===== src/rtl/framing_pkg.sv =====
// Shared types and byte constants for the framing datapath blocks.
package framing_pkg;

  typedef enum logic [1:0] {
    IDLE    = 2'd0,
    HEADER  = 2'd1,
    PAYLOAD = 2'd2
  } frame_arb_state_t;

  localparam logic [7:0] DEFAULT_ESCAPE_BYTE = 8'h7D;
  localparam logic [7:0] DEFAULT_START_BYTE  = 8'h7E;
  localparam logic [7:0] DEFAULT_STOP_BYTE   = 8'h7F;

endpackage


===== src/rtl/rr_arbiter.sv =====
// Combinational round-robin selector: first requester at or above last_grant+1, wrapping.
module rr_arbiter #(
  parameter int N = 4
) (
  input  logic [N-1:0]         req,
  input  logic [$clog2(N)-1:0] last_grant,
  output logic [$clog2(N)-1:0] grant_idx,
  output logic                 any_req
);

  localparam int IW = $clog2(N);

  logic [IW-1:0] cand;

  // Walk offsets from farthest to nearest so the nearest requester is written last and wins.
  always_comb begin
    grant_idx = last_grant;
    any_req   = 1'b0;
    cand      = '0;
    for (int k = N; k >= 1; k--) begin
      cand = IW'((int'(last_grant) + k) % N);
      if (req[cand]) begin
        grant_idx = cand;
        any_req   = 1'b1;
      end
    end
  end

endmodule


===== src/rtl/frame_arbiter.sv =====
// Frame-granular round-robin arbiter feeding the tx_frame path, with optional channel-ID prefix.
module frame_arbiter
  import framing_pkg::*;
#(
  parameter int         NR_TARGETS  = 4,
  parameter logic       ADD_HEADER  = 1'b1,
  parameter logic [7:0] HEADER_BASE = 8'h00
) (
  input  logic                          aclk,
  input  logic                          aresetn,
  input  logic [NR_TARGETS-1:0]         target_tvalid,
  output logic [NR_TARGETS-1:0]         target_tready,
  input  logic [NR_TARGETS-1:0][7:0]    target_tdata,
  input  logic [NR_TARGETS-1:0]         target_tlast,
  output logic                          initiator_tvalid,
  input  logic                          initiator_tready,
  output logic [7:0]                    initiator_tdata,
  output logic                          initiator_tlast,
  output logic [$clog2(NR_TARGETS)-1:0] grant_id,
  output logic                          busy
);

  localparam int IW = $clog2(NR_TARGETS);

  frame_arb_state_t state_reg, state_next;
  logic [IW-1:0]    last_grant_reg;
  logic [IW-1:0]    arb_idx;
  logic             arb_any;
  logic             payload_done;

  rr_arbiter #(.N(NR_TARGETS)) u_rr (
    .req        (target_tvalid),
    .last_grant (last_grant_reg),
    .grant_idx  (arb_idx),
    .any_req    (arb_any)
  );

  assign payload_done = target_tvalid[grant_id] & initiator_tready & target_tlast[grant_id];

  always_ff @(posedge aclk or negedge aresetn) begin
    if (!aresetn) begin
      state_reg      <= IDLE;
      busy           <= 1'b0;
      grant_id       <= '0;
      last_grant_reg <= IW'(NR_TARGETS - 1);
    end else begin
      state_reg <= state_next;
      busy      <= (state_next != IDLE);
      if (state_reg == IDLE && arb_any) begin
        grant_id       <= arb_idx;
        last_grant_reg <= arb_idx;
      end
    end
  end

  always_comb begin
    state_next = state_reg;
    case (state_reg)
      IDLE:    if (arb_any) state_next = ADD_HEADER ? HEADER : PAYLOAD;
      HEADER:  if (initiator_tready) state_next = PAYLOAD;
      PAYLOAD: if (payload_done) state_next = IDLE;
      default: state_next = IDLE;
    endcase
  end

  // Payload is a zero-latency pass-through of the granted source.
  always_comb begin
    initiator_tvalid = 1'b0;
    initiator_tdata  = 8'h00;
    initiator_tlast  = 1'b0;
    target_tready    = '0;
    case (state_reg)
      HEADER: begin
        initiator_tvalid = 1'b1;
        initiator_tdata  = HEADER_BASE + 8'(grant_id);
      end
      PAYLOAD: begin
        initiator_tvalid        = target_tvalid[grant_id];
        initiator_tdata         = target_tdata[grant_id];
        initiator_tlast         = target_tlast[grant_id];
        target_tready[grant_id] = initiator_tready;
      end
      default: ;
    endcase
  end

endmodule

===== config.mk =====
export PLATFORM = sky130hd
export DESIGN_NAME = frame_arbiter
export DESIGN_NICKNAME = d
export VERILOG_FILES = /design/src/rtl/framing_pkg.sv /design/src/rtl/rr_arbiter.sv /design/src/rtl/frame_arbiter.sv
export SDC_FILE = /design/constraint.sdc
export NUM_CORES = 1
export LEC_CHECK = 0
export CORE_AREA = 2 2 51 53
export CTS_BUF_LIST = sky130_fd_sc_hd__clkbuf_8
export CTS_CLUSTER_SIZE = 14
export DETAILED_ROUTE_END_ITERATION = 8
export DIE_AREA = 0 0 53 55
export GPL_ROUTABILITY_DRIVEN = 0
export PLACE_DENSITY = 0.89
export SYNTH_ARGS = -nofsm -noshare
export SYNTH_HDL_FRONTEND = slang
export SYNTH_SLANG_ARGS = --single-unit
export TNS_END_PERCENT = 5

===== constraint.sdc =====
create_clock -name aclk -period 5.1 [get_ports aclk]
set_clock_uncertainty 0.1 [all_clocks]
set_input_delay 1.02 -clock aclk [delete_from_list [all_inputs] [get_ports aclk]]
set_output_delay 1.02 -clock aclk [all_outputs]
set_load 0.02 [all_outputs]

==> impl_metrics.csv, run 1 <==
group,metric,value,unit
status,outcome,"finished, final reports clean",
hold_path,worstHoldStart,"last_grant_reg[0]$_DFFE_PN1P_",
synthesis,ys_async_sr_fraction,100,%
drt,drtPass1Iterations,6,
synthesis,synth-edff-count,0,
synthesis,synth_xor_area_share,0,%
clocking,cts_made_buffers,3,
hold_path,worstHoldPathType,"reg2reg",
drt,drcViolationCount,0,
clocking,cts_resized,0,
setup_path,cp-startpoint,"target_tvalid[2]",
clocking,cts_buffer_depth,2,
timing,setup_slack,1.04,ns
timing,tightest_slew,0.815,ns
flow_run,cap_viol_max_count,0,
floorplanning,die_h,55,µm
synthesis,yosys-top-cells-count,"mux4_2 (8), a21oi_1 (7), and3_1 (7), nand2_1 (7)",
clocking,root_buffer,"clkbuf_8",
floorplanning,initial_utilization,37.8,%
setup_path,worstPathRequired,3.98,ns
global_routing,grt_overflow,0,
synthesis,synth_top_family_by_area,"multiplexers",
power_and_ir_drop,p_sw_share,41.4,%
timing,fmax,246,MHz
timing,setup_tns,0,ns
timing,slew_headroom,45.7,%
setup_path,crit_type,"in2out",
floorplanning,boundaryPins,60,
synthesis,synth_cell_types,34,
setup_path,timing.critical_path.arrival,2.94,ns
power_and_ir_drop,seqPwrFrac,25.4,%
place,post-place-ws,1.05,ns
global_routing,antenna_found_initial,0,
timing,grt_setup_unrepaired,"no",
power_and_ir_drop,power.total,636,µW
synthesis,synth_seq_area_share,19.9,%
power_and_ir_drop,combinationalPowerShare,63.4,%
timing,setup_viol,0,
setup_path,cp-end-kind,"output pin",
place,post-dp-hpwl,2130,µm
synthesis,synth_warnings,0,
synthesis,synth_ff_type,"dfrtp_1",
floorplanning,coreArea,2360,µm²
synthesis,synth_top_cell_by_area,"mux4_2",
synthesis,netlist_area,893,µm²
place,place_inst,176,
timing,fin_crit_sh,79.6,%
floorplanning,dieArea,2920,µm²
drt,wl_met2,1290,µm
drt,vias_per_cell,5.39,
floorplanning,rows,18,
drt,routedWlPerCell,14.6,µm
timing,hold_viol,0,
synthesis,synth_top_area_share,20.2,%
power_and_ir_drop,power_density,417,nW/µm²
floorplanning,dieWidth,53,µm
clocking,clk_latency,0.22,ns
cells_and_area,drive_gt1_share,12.7,%
place,port_buffers,59,
clocking,cts.sinks,7,
synthesis,avgSynthCellArea,9.61,µm²
drt,top_layer_used,"met3",
synthesis,synth.area.mux_share,25.4,%
clocking,postCtsSetupBuffers,0,
clocking,cts_tree,"yes",
synthesis,synth_most_common_cell,"mux4_2",
synthesis,synth.area.top_cells,"mux4_2 (20%), dfrtp_1 (14%), dfstp_2 (5.9%), ha_1 (5.6%), and3_1 (4.9%)",
synthesis,synthesis.nets,140,
synthesis,synthSimpleGateAreaFrac,21.3,%
synthesis,syn_inst,93,
power_and_ir_drop,ir_worst_vdd,0.000291,V
clocking,clk_pin_slew_worst_paths,0.04,ns
power_and_ir_drop,p_clk_share,11.3,%
drt,vias,970,
power_and_ir_drop,p_sw,264,µW
drt,met3_length,344,µm
drt,wl_met1,1000,µm
drt,drt_iter0_drc,9,
cells_and_area,syn_to_final_growth,71.0,%
global_routing,grtUsageTotal,18.7,%
timing,slew_violations,0,
global_routing,grt_max_degree,20,
cells_and_area,fin_cells,180,
timing,fin_crit,4.06,ns
global_routing,grt_pass1_vias,944,
drt,ant_nets,0,
drt,wirelength,2640,µm
global_routing,grt_pass1_wl,4040,µm
synthesis,ys_ff_latch,7,
cells_and_area,fill_cells,203,
setup_path,worstReg2RegStart,"grant_id[0]$_DFFE_PN0P_",
synthesis,synth_adder_area_share,5.60,%
cells_and_area,diodes,0,
setup_path,startpoint_type,"input pin",
setup_path,crit_fanout,7,
cells_and_area,fin_nets,198,
power_and_ir_drop,internal_power,373,µW
clocking,ctsHtreeMaxLevel,1,
power_and_ir_drop,leakage,0.000615,µW
synthesis,synth_compound_area_share,21.0,%
clocking,ctsHoldBuffers,0,
-- worst max-delay path: stages --
cell	delay (ns)
clkdlybuf4s50_1	0.54
mux4_1	0.60
a21oi_1	0.18
nor2b_1	0.06
clkdlybuf4s50_1	0.53
-- worst paths after layout --
path	to	slack, ns	cells past startpoint
setup / recovery	initiator_tvalid	1.04	5
hold / removal	last_grant_reg[0]$_DFFE_PN1P_	0.45	2
setup reg to reg	busy$_DFF_PN0_	3.02	3
hold reg to reg	last_grant_reg[0]$_DFFE_PN1P_	0.45	2
max in group asynchronous	last_grant_reg[1]$_DFFE_PN1P_	3.68	1
min in group asynchronous	state_reg[1]$_DFF_PN0_	0.95	1
-- per-layer routing --
metal,track usage [%],vias to the layer above
li1,-,468
met1,17.6,452
met2,39.2,50
met3,7.26,0
met4,1.28,0
met5,0,-
-- cell type report --
class / instances / area (µm²) / area share [%]
Clock inverter: 1 / 3.75 / 0.246
Inverter: 6 / 22.5 / 1.47
Timing Repair Buffer: 59 / 591 / 38.7
Clock buffer: 3 / 41.3 / 2.70
Multi-Input combinational cell: 74 / 654 / 42.8
Sequential cell: 7 / 178 / 11.6
Tap cell: 30 / 37.5 / 2.46
-- power groups by stage --
stage,clock network [µW],logic (µW),registers [µW]
floorplan,0,324,119
global placement,0,396,162
detailed placement,0,407,164
CTS,74.2,409,164
global route,79.6,438,174
finish,71.8,403,161
-- cell usage in the layout, fill, tap and decap left out, types with 2 or more instances in the layout --
cell and instances:
and3_1 7, nand2_1 7, mux4_2 8, a21o_2 2, clkbuf_8 3, nor3_1 4, a22oi_1 2, dfstp_2 2
or2b_1 2, nand2b_1 3, nor2_1 6, dfrtp_1 5, inv_1 7, clkdlybuf4s50_1 59, mux2i_1 2, nor2b_1 4
ha_1 4, o21ai_0 2, a21oi_1 7
-- cells by family (layout without fill, tap and decap cells) --
| group | count (synthesis) | count (layout) |
|---|---|---|
| DFF | 7 | 7 |
| muxes | 11 | 11 |
| buffers and inverters | 12 | 69 |
| AOI/OAI and AO/OA | 23 | 23 |
| adders and majority gates | 4 | 4 |
| and+or+nand+nor | 36 | 36 |
-- through the flow --
stage	hold slack (ns)	cell area (µm²)	util (%)
after floorplan	0.405	893	-
after global placement	0.438	1480	62.7
after detailed placement	0.453	1480	62.7
after CTS	0.458	1530	64.6
after global routing	0.489	1530	64.6
final	0.454	1530	64.6
Power figures use the tool's default switching activity.
==> run 2, diff against run 1 <==
--- a/config.mk
+++ b/config.mk
@@ -5,13 +5,13 @@
 export SDC_FILE = /design/constraint.sdc
 export NUM_CORES = 1
 export LEC_CHECK = 0
-export CORE_AREA = 2 2 51 53
+export CORE_AREA = 2 2 53 55
 export CTS_BUF_LIST = sky130_fd_sc_hd__clkbuf_8
 export CTS_CLUSTER_SIZE = 14
 export DETAILED_ROUTE_END_ITERATION = 8
-export DIE_AREA = 0 0 53 55
+export DIE_AREA = 0 0 55 57
 export GPL_ROUTABILITY_DRIVEN = 0
-export PLACE_DENSITY = 0.89
+export PLACE_DENSITY = 0.83
 export SYNTH_ARGS = -nofsm -noshare
 export SYNTH_HDL_FRONTEND = slang
 export SYNTH_SLANG_ARGS = --single-unit
==> constraint.sdc (replaced) <==
create_clock -name aclk -period 3.75 [get_ports aclk]
set_clock_uncertainty 0.1 [all_clocks]
set_input_delay 0.75 -clock aclk [delete_from_list [all_inputs] [get_ports aclk]]
set_output_delay 0.75 -clock aclk [all_outputs]
set_load 0.02 [all_outputs]
==> run 2 against run 1 <==
Net effect:
- first-iteration DRC count grew to 2.9 times the previous value
- worst setup slack got worse by 0.67 ns
- global-route usage fell by 2.0 points
- via count up 3.6%
- critical path depth did not move
- worst hold slack lost 0.0035 ns
- clock power grew 39%
- sequential power up 30%
- register-to-register slack got worse by 1.3 ns
- routed wire length up 2.6%
==> impl_metrics.csv, run 2 (synthesized netlist as in run 1, its figures left out) <==
group,metric,value,unit
status,outcome,"finished, final reports clean",
power_and_ir_drop,leakage,0.000639,µW
cells_and_area,layout_common_cells,"clkdlybuf4s50_1 (59), mux4_2 (8)",
power_and_ir_drop,ir_worst_vdd,0.000567,V
clocking,root_buffer,"clkbuf_8",
setup_path,crit_fanout,3,
setup_path,cp_num_buf_inv,2,
floorplanning,coreArea,2620,µm²
cells_and_area,fin_nets,203,
cells_and_area,final_common_cell,"clkdlybuf4s50_1",
place,place_inst,182,
drt,drtPass1Iterations,4,
power_and_ir_drop,p_sw,370,µW
power_and_ir_drop,internal_power,516,µW
floorplanning,initial_utilization,34.2,%
setup_path,slowest_stage,"mux4_1",
setup_path,path_delay_family,"buffers and inverters",
setup_path,slowest_delay,0.58,ns
setup_path,crit_cells,5,
setup_path,cp-end-kind,"output pin",
clocking,ctsHoldBuffers,0,
clocking,cts_tree,"yes",
drt,vias_per_cell,5.40,
clocking,cts_made_buffers,3,
global_routing,grtUsageTotal,16.6,%
clocking,clk_latency,0.22,ns
cells_and_area,fin_cells,186,
power_and_ir_drop,combinationalPowerShare,65.2,%
setup_path,worstReg2RegStart,"grant_id[0]$_DFFE_PN0P_",
setup_path,worstPathCellList,"clkdlybuf4s50_1 -> mux4_1 -> a21oi_1 -> nor2b_1 -> clkdlybuf4s50_1",
setup_path,r2r_cells,5,
clocking,cts_resized,0,
hold_path,worstHoldPathType,"reg2reg",
timing,fin_crit,3.38,ns
global_routing,grt_pass1_wl,3950,µm
clocking,postCtsSetupBuffers,0,
timing,setup_tns,0,ns
global_routing,grt_max_degree,20,
floorplanning,rows,19,
global_routing,antenna_found_initial,0,
floorplanning,dieWidth,55,µm
clocking,ctsHtreeMaxLevel,1,
place,post-place-ws,0.373,ns
place,port_buffers,59,
setup_path,cpMostUsedCell,"clkdlybuf4s50_1",
drt,drcViolationCount,0,
power_and_ir_drop,power_density,566,nW/µm²
cells_and_area,postLayoutCellArea,1570,µm²
drt,routedWlPerCell,14.5,µm
setup_path,cp-startpoint,"target_tvalid[1]",
flow_run,cap_viol_max_count,0,
setup_path,endpoint,"initiator_tvalid",
timing,grt_setup_unrepaired,"no",
timing,slew_headroom,55.4,%
place,post-dp-hpwl,2160,µm
timing,slew_violations,0,
place,post_dp_cell_area,1520,µm²
cells_and_area,drive_gt1_share,15.5,%
power_and_ir_drop,seqPwrFrac,23.6,%
timing,fin_crit_sh,90.2,%
setup_path,timing.rr.end,"busy$_DFF_PN0_",
clocking,cts_buffer_depth,2,
setup_path,crit_type,"in2out",
floorplanning,die_h,57,µm
drt,wirelength,2700,µm
cells_and_area,diodes,0,
power_and_ir_drop,p_clk_share,11.2,%
floorplanning,boundaryPins,60,
floorplanning,dieArea,3140,µm²
clocking,cts.sinks,7,
timing,setup_slack,0.369,ns
drt,vias,1005,
timing,setup_viol,0,
setup_path,ff2ff_setup_slack,1.71,ns
timing,tightest_slew,0.669,ns
power_and_ir_drop,power.total,887,µW
drt,ant_nets,0,
drt,drt_iter0_drc,26,
timing,fmax,296,MHz
global_routing,grt_pass1_vias,967,
setup_path,startpoint_type,"input pin",
global_routing,grt_overflow,0,
setup_path,timing.critical_path.arrival,2.53,ns
timing,hold_viol,0,
power_and_ir_drop,p_sw_share,41.8,%
setup_path,worstPathRequired,2.90,ns
cells_and_area,syn_to_final_growth,75.3,%
clocking,clk_pin_slew_worst_paths,0.04,ns
## run 2: cell types whose count changed in the layout (fill, tap and decap cells not counted)
cell	change
buf_4	+5
## run 2: cell type report
| class | count | area, µm² |
|---|---|---|
| inverters | 6 | 22.5 |
| fillers | 230 | 1050 |
| repair buffers | 64 | 628 |
| multi-input cells | 74 | 654 |
| well taps | 31 | 38.8 |
| clock buffers | 3 | 41.3 |
| flip-flops and latches | 7 | 178 |
| clock inverters | 1 | 3.75 |
## run 2: routing by layer
| metal | GRT usage [%] | vias to the layer above | share of wire [%] |
|---|---|---|---|
| met5 | 0 | - | 0 |
| met4 | 1.74 | 0 | 0 |
| met3 | 4.97 | 0 | 14 |
| met2 | 32.1 | 58 | 50 |
| met1 | 17.5 | 468 | 37 |
| li1 | - | 479 | - |
## run 2: worst min-delay path, delay by kind of cell, from the launching register on
| family | cells | cell delay (ns) |
|---|---|---|
| flip-flops | 1 | 0.38 |
| buffers and inverters | 1 | 0.09 |
| AO/OA/AOI/OAI | 1 | 0.07 |
## run 2: power by group through the flow
stage / logic (µW) / clock network [µW] / registers, µW
detailed placement: 577 / 0 / 212
global route: 627 / 109 / 220
CTS: 581 / 103 / 211
floorplan: 441 / 0 / 162
finish: 578 / 99.6 / 209
global placement: 566 / 0 / 205
## run 2: worst min path at each step
| stage | from | slack (ns) | endpoint | depth (start not counted) |
|---|---|---|---|---|
| final | last_grant_reg[0]$_DFFE_PN1P_ | 0.45 | last_grant_reg[0]$_DFFE_PN1P_ | 2 |
| after global routing | last_grant_reg[0]$_DFFE_PN1P_ | 0.47 | last_grant_reg[0]$_DFFE_PN1P_ | 2 |
| after CTS | last_grant_reg[0]$_DFFE_PN1P_ | 0.44 | last_grant_reg[0]$_DFFE_PN1P_ | 2 |
| after detailed placement | last_grant_reg[0]$_DFFE_PN1P_ | 0.44 | last_grant_reg[0]$_DFFE_PN1P_ | 2 |
| after global placement | last_grant_reg[0]$_DFFE_PN1P_ | 0.43 | last_grant_reg[0]$_DFFE_PN1P_ | 2 |
| after floorplan | aresetn | 0.35 | busy$_DFF_PN0_ | 0 |
## run 2: stage by stage
step                      hold slack [ns]  util [%]
after floorplan                     0.354         -
after global placement              0.428      58.2
after detailed placement            0.438      58.2
after CTS                           0.444      59.9
after global routing                0.471      59.9
final                               0.450      59.9
==> run 3, diff against run 2 <==
--- a/config.mk
+++ b/config.mk
@@ -5,6 +5,7 @@
 export SDC_FILE = /design/constraint.sdc
 export NUM_CORES = 1
 export LEC_CHECK = 0
+export CAP_MARGIN = 20
 export CORE_AREA = 2 2 53 55
 export CTS_BUF_LIST = sky130_fd_sc_hd__clkbuf_8
 export CTS_CLUSTER_SIZE = 14
==> results of run 3 <==
Same layout as run 2: the final DEF is identical, and so are final timing and power.
